===== config.mk =====
export PLATFORM = sky130hd
export DESIGN_NAME = acc_drain
export DESIGN_NICKNAME = d
export VERILOG_FILES = /design/src/rtl/acc_drain.sv
export SDC_FILE = /design/constraint.sdc
export NUM_CORES = 1
export LEC_CHECK = 0
export ABC_CLOCK_PERIOD_IN_PS = 2750
export CAP_MARGIN = 25
export CORE_MARGIN = 3
export CORE_UTILIZATION = 25
export CTS_BUF_LIST = sky130_fd_sc_hd__clkbuf_8
export DETAILED_ROUTE_END_ITERATION = 10
export GPL_TIMING_DRIVEN = 0
export PLACE_DENSITY = 0.51
export SETUP_SLACK_MARGIN = 0.3
export SLEW_MARGIN = 20
export SYNTH_ARGS = -nofsm -noshare
export SYNTH_HDL_FRONTEND = slang
export SYNTH_SLANG_ARGS = --single-unit

===== constraint.sdc =====
create_clock -name clk -period 2.75 [get_ports clk]
set_clock_uncertainty 0.2 [all_clocks]
set_input_delay 0.55 -clock clk [delete_from_list [all_inputs] [get_ports clk]]
set_output_delay 0.55 -clock clk [all_outputs]
set_load 0.005 [all_outputs]

===== src/rtl/acc_drain.sv =====
// rtl/acc_drain.sv - accumulator requantize, saturate and frame-ordered output FIFO
//
// Purpose: takes 22-bit signed accumulator sums, rounds and shifts them down,
// saturates to 8 bits (optionally with ReLU), and queues the results in a small
// FIFO with a per-entry frame-last marker. Once the last sum of a frame has been
// written, no new input is admitted until that last entry has drained.
//
// Ports:
//   clk         rising-edge clock
//   rst         synchronous active-high reset
//   din         signed 22-bit accumulator sum
//   din_valid   din holds a new sum
//   din_ready   block can accept din this cycle (registered state only)
//   dout        signed 8-bit requantized result (FIFO head, 0 when empty)
//   dout_valid  FIFO not empty
//   dout_ready  downstream accepts dout
//   dout_last   head entry is the final result of its frame
//   sat_flag    sticky: some accepted sum saturated

module acc_drain #(
    parameter int SHIFT = 6,
    parameter int RELU  = 1,
    parameter int DEPTH = 4,
    parameter int NOUT  = 8
) (
    input  logic        clk,
    input  logic        rst,
    input  logic [21:0] din,
    input  logic        din_valid,
    output logic        din_ready,
    output logic [7:0]  dout,
    output logic        dout_valid,
    input  logic        dout_ready,
    output logic        dout_last,
    output logic        sat_flag
);

    localparam int AW = (DEPTH > 1) ? $clog2(DEPTH) : 1;
    localparam int CW = AW + 1;
    localparam logic [22:0] RND = 23'(1) << (SHIFT - 1);

    typedef enum logic {
        FILL  = 1'b0,
        FLUSH = 1'b1
    } state_t;

    state_t             r_state;
    state_t             w_state_nxt;
    logic [7:0]         r_mem [DEPTH];
    logic [DEPTH-1:0]   r_last_bits;
    logic [AW-1:0]      r_wptr;
    logic [AW-1:0]      r_rptr;
    logic [CW-1:0]      r_count;
    logic [7:0]         r_frame;
    logic               r_sat;

    logic [22:0]        w_sum;
    logic signed [22:0] w_r;
    logic               w_hi;
    logic               w_lo;
    logic [7:0]         w_q;
    logic               w_push;
    logic               w_pop;
    logic               w_frame_end;

    // Round half up, then arithmetic shift; 23 bits cannot overflow on the add.
    assign w_sum = {din[21], din} + RND;
    assign w_r   = $signed(w_sum) >>> SHIFT;
    assign w_hi  = (w_r > 23'sd127);
    assign w_lo  = (w_r < -23'sd128);

    // ReLU clamping of an in-range negative value is not a saturation event.
    always_comb begin
        w_q = w_r[7:0];
        if (w_hi) begin
            w_q = 8'h7f;
        end else if ((RELU != 0) && w_r[22]) begin
            w_q = 8'h00;
        end else if (w_lo) begin
            w_q = 8'h80;
        end
    end

    assign din_ready   = (r_state == FILL) && (r_count < CW'(DEPTH));
    assign dout_valid  = (r_count != '0);
    // Gate with valid so stale FIFO contents never show after reset.
    assign dout        = dout_valid ? r_mem[r_rptr] : 8'h00;
    assign dout_last   = dout_valid & r_last_bits[r_rptr];
    assign sat_flag    = r_sat;

    assign w_push      = din_valid & din_ready;
    assign w_pop       = dout_valid & dout_ready;
    assign w_frame_end = (r_frame == 8'(NOUT - 1));

    always_comb begin
        w_state_nxt = r_state;
        case (r_state)
            FILL:    if (w_push && w_frame_end) w_state_nxt = FLUSH;
            FLUSH:   if (w_pop && r_last_bits[r_rptr]) w_state_nxt = FILL;
            default: w_state_nxt = FILL;
        endcase
    end

    always_ff @(posedge clk) begin
        if (rst) begin
            r_state <= FILL;
            r_wptr  <= '0;
            r_rptr  <= '0;
            r_count <= '0;
            r_frame <= '0;
            r_sat   <= 1'b0;
        end else begin
            r_state <= w_state_nxt;
            if (w_push) begin
                r_wptr  <= r_wptr + 1'b1;
                r_frame <= w_frame_end ? 8'd0 : r_frame + 8'd1;
                if (w_hi || w_lo) r_sat <= 1'b1;
            end
            if (w_pop) r_rptr <= r_rptr + 1'b1;
            case ({w_push, w_pop})
                2'b10:   r_count <= r_count + 1'b1;
                2'b01:   r_count <= r_count - 1'b1;
                default: r_count <= r_count;
            endcase
        end
    end

    // Storage is not reset: entries are invisible until written.
    always_ff @(posedge clk) begin
        if (w_push) begin
            r_mem[r_wptr]       <= w_q;
            r_last_bits[r_wptr] <= w_frame_end;
        end
    end

endmodule

Yosys cells after proc, flatten, opt, wreduce, memory -nomap -nowiden
Memory sizes are Yosys's and may differ from the RTL's. A register that Yosys moved wholly into a read port is not among the register bits.
Cells that the tools add are included.
{"block": "word_totals", "register_bits": 21, "elab_cells": 53, "ramBits": 32, "output_inout_bits": 12, "n_memories": 1}
{"block": "op_classes", "muxes": 18, "n_eq_ne": 3, "bitwise_logic": 4, "addsub": 6, "order_cmp": 6, "reduce_logical": 8}
{"memory": "r_mem", "words": 4, "word_bits": 8, "rd": 1, "rd_ports_with_merged_regs": 1, "write_ports": 1, "line": "49", "rtl": "logic [7:0] r_mem [DEPTH];"}
{"operator": "2-to-1 mux 8 bit", "count": 5}
{"operator": "adder 22 x 7 -> 23 bit (second input constant)", "count": 1}
{"operator": "greater-than comparator 17 x 8 -> 1 bit (second input constant)", "count": 1}
{"operator": "< comparator 17 x 8 -> 1 bit (second input constant)", "count": 1}
{"operator": "adder 8 x 1 -> 8 bit (second input constant)", "count": 1}
{"operator": "== test 8 x 3 -> 1 bit (second input constant)", "count": 1}
{"operator": "< comparator 2 x 3 -> 1 bit (second input constant)", "count": 2}
{"operator": "2-to-1 mux 1 bit", "count": 6}
{"operator": "case mux 3 bit (2 select lines)", "count": 1}
{"operator": "adder 2 x 1 -> 2 bit (second input constant)", "count": 2}
{"operator": "bitwise mux 4 bit", "count": 1}
{"operator": "logical AND 1 bit", "count": 4}
{"operator": "2-to-1 mux 2 bit", "count": 2}
{"operator": "adder 3 x 1 -> 3 bit (second input constant)", "count": 1}
{"operator": "AND 1 bit", "count": 3}
{"operator": "< comparator 3 bit (second input constant)", "count": 1}
{"operator": "nonzero test 3 bit", "count": 1}
{"operator": "subtractor 3 x 1 -> 3 bit (second input constant)", "count": 1}
{"operator": "binary-select mux 1 bit (select 2 bit)", "count": 1}
{"operator": "demux 1 bit (select 2 bit)", "count": 1}
{"operator": "== test 2 x 1 -> 1 bit (second input constant)", "count": 1}
{"operator": "== test 2 bit (second input constant)", "count": 1}
{"operator": ">= comparator 2 x 1 -> 1 bit (second input constant)", "count": 1}
{"operator": "case mux 1 bit (2 select lines)", "count": 1}
{"operator": "4 further kinds", "count": 4}

Logic depth before layout (Yosys ltp)
{"block": "logic_depth", "word_depth": 6, "ltp_mapped": 9, "ltp_nobuf": 8}

Worst setup path after synthesis
Ideal clock, no wire load.
{"block": "synth_path", "path_type": "input port to flip-flop", "startpoint": "in din_valid", "endpoint": "reg r_count[2]", "stages": 9, "arrival_time_ps": 2260, "path_buffers": 1, "slack_ps": 219, "required_ps": 2479, "setup_ps": 71, "cell_sequence": "nor3b_1 -> clkbuf_1 -> inv_1 -> ha_1 -> inv_1 -> fa_1 -> xor2_1 -> or3_1 -> a21oi_1"}
{"block": "synth_between", "elab_chain_len": 3, "word_cells_on_any_way": 5}
{"item": "start, declared", "line": "29", "rtl": "input logic din_valid,"}
{"item": "AND 1 bit *", "line": "91", "rtl": "assign w_push = din_valid & din_ready;"}
{"item": "== test 2 x 1 -> 1 bit / == test 2 bit (equally long branches)", "line": "120", "rtl": "case ({w_push, w_pop})"}
{"item": "case mux 3 bit (2 select lines) / nonzero test 2 bit (equally long branches)"}
{"item": "end signal, assigned", "line": "121", "rtl": "2'b10: r_count <= r_count + 1'b1;"}
{"item": "end signal, assigned", "line": "122", "rtl": "2'b01: r_count <= r_count - 1'b1;"}
{"item": "end signal, assigned", "line": "123", "rtl": "default: r_count <= r_count;"}
{"item": "end, declared", "line": "53", "rtl": "logic [CW-1:0] r_count;"}
Every way passes the cells marked *; elsewhere a longest branch is shown, timed or not.
A chain may end at the register's enable or synchronous reset.

Worst setup path after layout
Ends and elaborated chain as after synthesis.

==> results.ini <==
[status]
status = completed

[worst_setup_path]
r2r-end = r_count[2]
rr_worst_depth = 9
crit_type = input port to flip-flop
cp-endpoint = r_count[2]
worstSetupStartpointType = input port
timing.rr.start = r_count[2]
arrival_ns = 2.45
worstPathMaxFanout = 4
worstSetupStartpoint = din_valid
end_kind = flip-flop
crit_chain = clkdlybuf4s50_1 > nor3b_4 > buf_8 > inv_4 > ha_4 > inv_1 > fa_1 > xor2_1 > or3_1 > a21oi_1
cp.required_ns = 2.78
rrSetupSlack_ns = 0.53
critPathMaxStageDelay_ns = 0.40
crit_slowest_cell = clkdlybuf4s50_1

[die]
fp.dieArea_um2 = 12200
boundaryPins = 38
die_w_um = 111
row_count = 37
fp.dieH_um = 111
initial_utilization_pct = 26.2
core_um2 = 10500

[route]
drc = 0
drt-total-wl_um = 5460
drt_first_pass_iters = 4
postRouteAntennaNets = 0
viasPerCell = 4.40
wl_per_cell_um = 13.1
dr_total_vias = 1834
drtIter0Drc = 74

[global_routing]
grt_pass1_wl_um = 9190
grtUsageTotal_pct = 9.21
grt_max_degree = 17
grt_overflow_total = 0
grt_pass1_vias = 1901
antenna_found_initial = 0

[yosys]
synth_cell_types = 46
post-synth-top-area-fraction_pct = 39.5
synth_cells = 227
synth-seq-cells = 55
synth_edf_count = 36
synthFlopType = edfxtp_1
ys_seq_area_share_pct = 53.4
synth_area_leaders = edfxtp_1, dfxtp_1, mux4_2, and2_1, xor2_1
yosys.area.top_type = edfxtp_1
yosysWarnings = 0
synth_area_per_cell_um2 = 12.1
async_flop_share_pct = 0
synth_area_um2 = 2740

[power_and_ir_drop]
comb_power_share_pct = 37.1
peakVddDrop_uv = 289
switchingPower_mw = 0.692
clock_power_share_pct = 20.7
power.total_mw = 2.47
swShare_pct = 28.0
internal_power_mw = 1.78
p_per_area_nw_per_um2 = 700
p_seq_share_pct = 42.2
power.leakage_nw = 1.29

[sta]
slew_violations = 0
rsz0062_at_grt = yes
final_hold_viol_count = 0
period_minus_slack_ns = 2.42
period_share_pct = 87.8
timing.fmax_ghz = 0.414
setup_viol = 0
max_slew_margin_pct = 66.6
worst_slew_pin_slew_ns = 0.497
hold_slack_ns = 0.282

[min_path]
min_path_cells = 2
hold_class = flip-flop to flip-flop

[layout]
postLayoutCellArea_um2 = 3530
antennaDiodeCount = 0
nets = 314
stdcell_count = 417
syn_to_final_growth_pct = 29.2
drive_above_1_share_pct = 28.1

[placed_design]
placed_area_um2 = 3210
hpwl_um = 3940
gp_congestion = 0.746
io_buffers = 29
dp_cells = 395

[cts]
cts-root-buf = clkbuf_8
cts_buffers = 5
clk_latency_ns = 0.30
ctsHoldBuffers = 0
htreeDepth = 2
cts_tree = yes
cts.sinks = 55
clk_pin_slew_worst_paths_ns = 0.10
cts_buffer_depth = 2

[run]
cap_violations = 0

-- registers in the layout, indices dropped and copies added, names as in the netlist, named ones only --
| register | flops |
|---|---|
| r_rptr | 2 |
| r_mem | 32 |
| r_wptr | 2 |
| r_count | 3 |
| r_frame | 8 |
| sat_flag | 1 |
| r_last_bits | 4 |
| r_state | 1 |
-- per-stage QoR --
stage	setup TNS, ns	utilization (%)	worst slack, ns
detailed placement	-13.61	30.7	-0.474
floorplan	0	-	0.328
CTS	0	33.6	0.192
finish	0	33.8	0.334
global route	0	33.8	0.246
global placement	-13.18	30.7	-0.455
-- cell type report --
type	count	area (um^2)
fill	1043	6930
clock inverter	3	37.5
multi-input combinational	158	1310
buffer	9	87.6
inverter	8	32.5
clock buffer	5	68.8
sequential	55	1470
timing repair buffer	43	362
tap	136	170
-- layout by cell type (no fill, tap or decap), drive strengths merged, types with 7 or more instances in the layout --
cell type / count
edfxtp: 36
clkbuf: 20
xor2: 11
nor2: 19
nand2: 17
dfxtp: 19
inv: 10
and2: 16
mux4: 9
xnor2: 7
buf: 20
a21oi: 14
ha: 7
-- power groups by stage --
stage | combinational (mW) | sequential (mW) | clock [mW]
floorplan | 0.482 | 1.04 | 0
global placement | 0.813 | 1.05 | 0
detailed placement | 0.818 | 1.06 | 0
CTS | 0.889 | 1.04 | 0.525
global route | 1.02 | 1.06 | 0.559
finish | 0.917 | 1.04 | 0.512
-- worst min path at each step --
stage / start / endpoint / slack, ns
6_report: r_frame[1] / r_frame[1] / 0.28
5_1_grt: r_frame[1] / r_frame[1] / 0.31
4_1_cts: r_frame[1] / r_frame[1] / 0.28
3_5_place_dp: r_frame[1] / r_frame[1] / 0.27
3_3_place_gp: r_frame[1] / r_frame[1] / 0.26
2_1_floorplan: r_frame[1] / r_frame[1] / 0.25
-- cells by family (layout without fill, tap and decap cells) --
logic type	count (synthesis)	in the layout	share of synthesized area (%)
AOI/OAI and AO/OA	29	29	7.41
xor gates and xnor gates	18	18	5.76
adders and majority gates	8	8	3.93
buffers and inverters	17	68	3.06
DFF	55	55	53.4
muxes	12	12	8.50
other	1	4	0.137
and+or+nand+nor	87	87	17.8
-- cell usage after synthesis, types with 4 or more instances --
master and n:
edfxtp_1 36, dfxtp_1 19, nor2_1 19, nand2_1 17, and2_1 16, a21oi_1 14, xor2_1 11, mux4_2 9
inv_1 8, ha_1 7, xnor2_1 7, clkbuf_1 5, nand3_1 5, nand4_1 4
-- worst max-delay path: cells and delay by family --
family	cells	cell delay (ns)
buffers and inverters	4	0.64
xor gates and xnor gates	1	0.16
adders and majority gates	2	0.49
and+or+nand+nor	2	0.47
AOI/OAI and AO/OA	1	0.12
-- metal layers --
metal  vias to the layer above  GRT usage (%)  part of all wire [%]
li1                        926              -                     -
met1                       863           11.6                    46
met2                        37           15.6                    49
met3                         8           2.30                   3.5
met4                         0           2.71                   1.7
met5                         -              0                     0
-- repair_timing --
| action | in CTS | in global routing |
|---|---|---|
| pin swaps | 6 | 11 |
| setup endpoints to repair | 78 | 40 |
| gates resized for setup | 55 | 41 |
| buffers inserted | 12 | 2 |
Note: power is estimated with default switching activity, not from simulation.
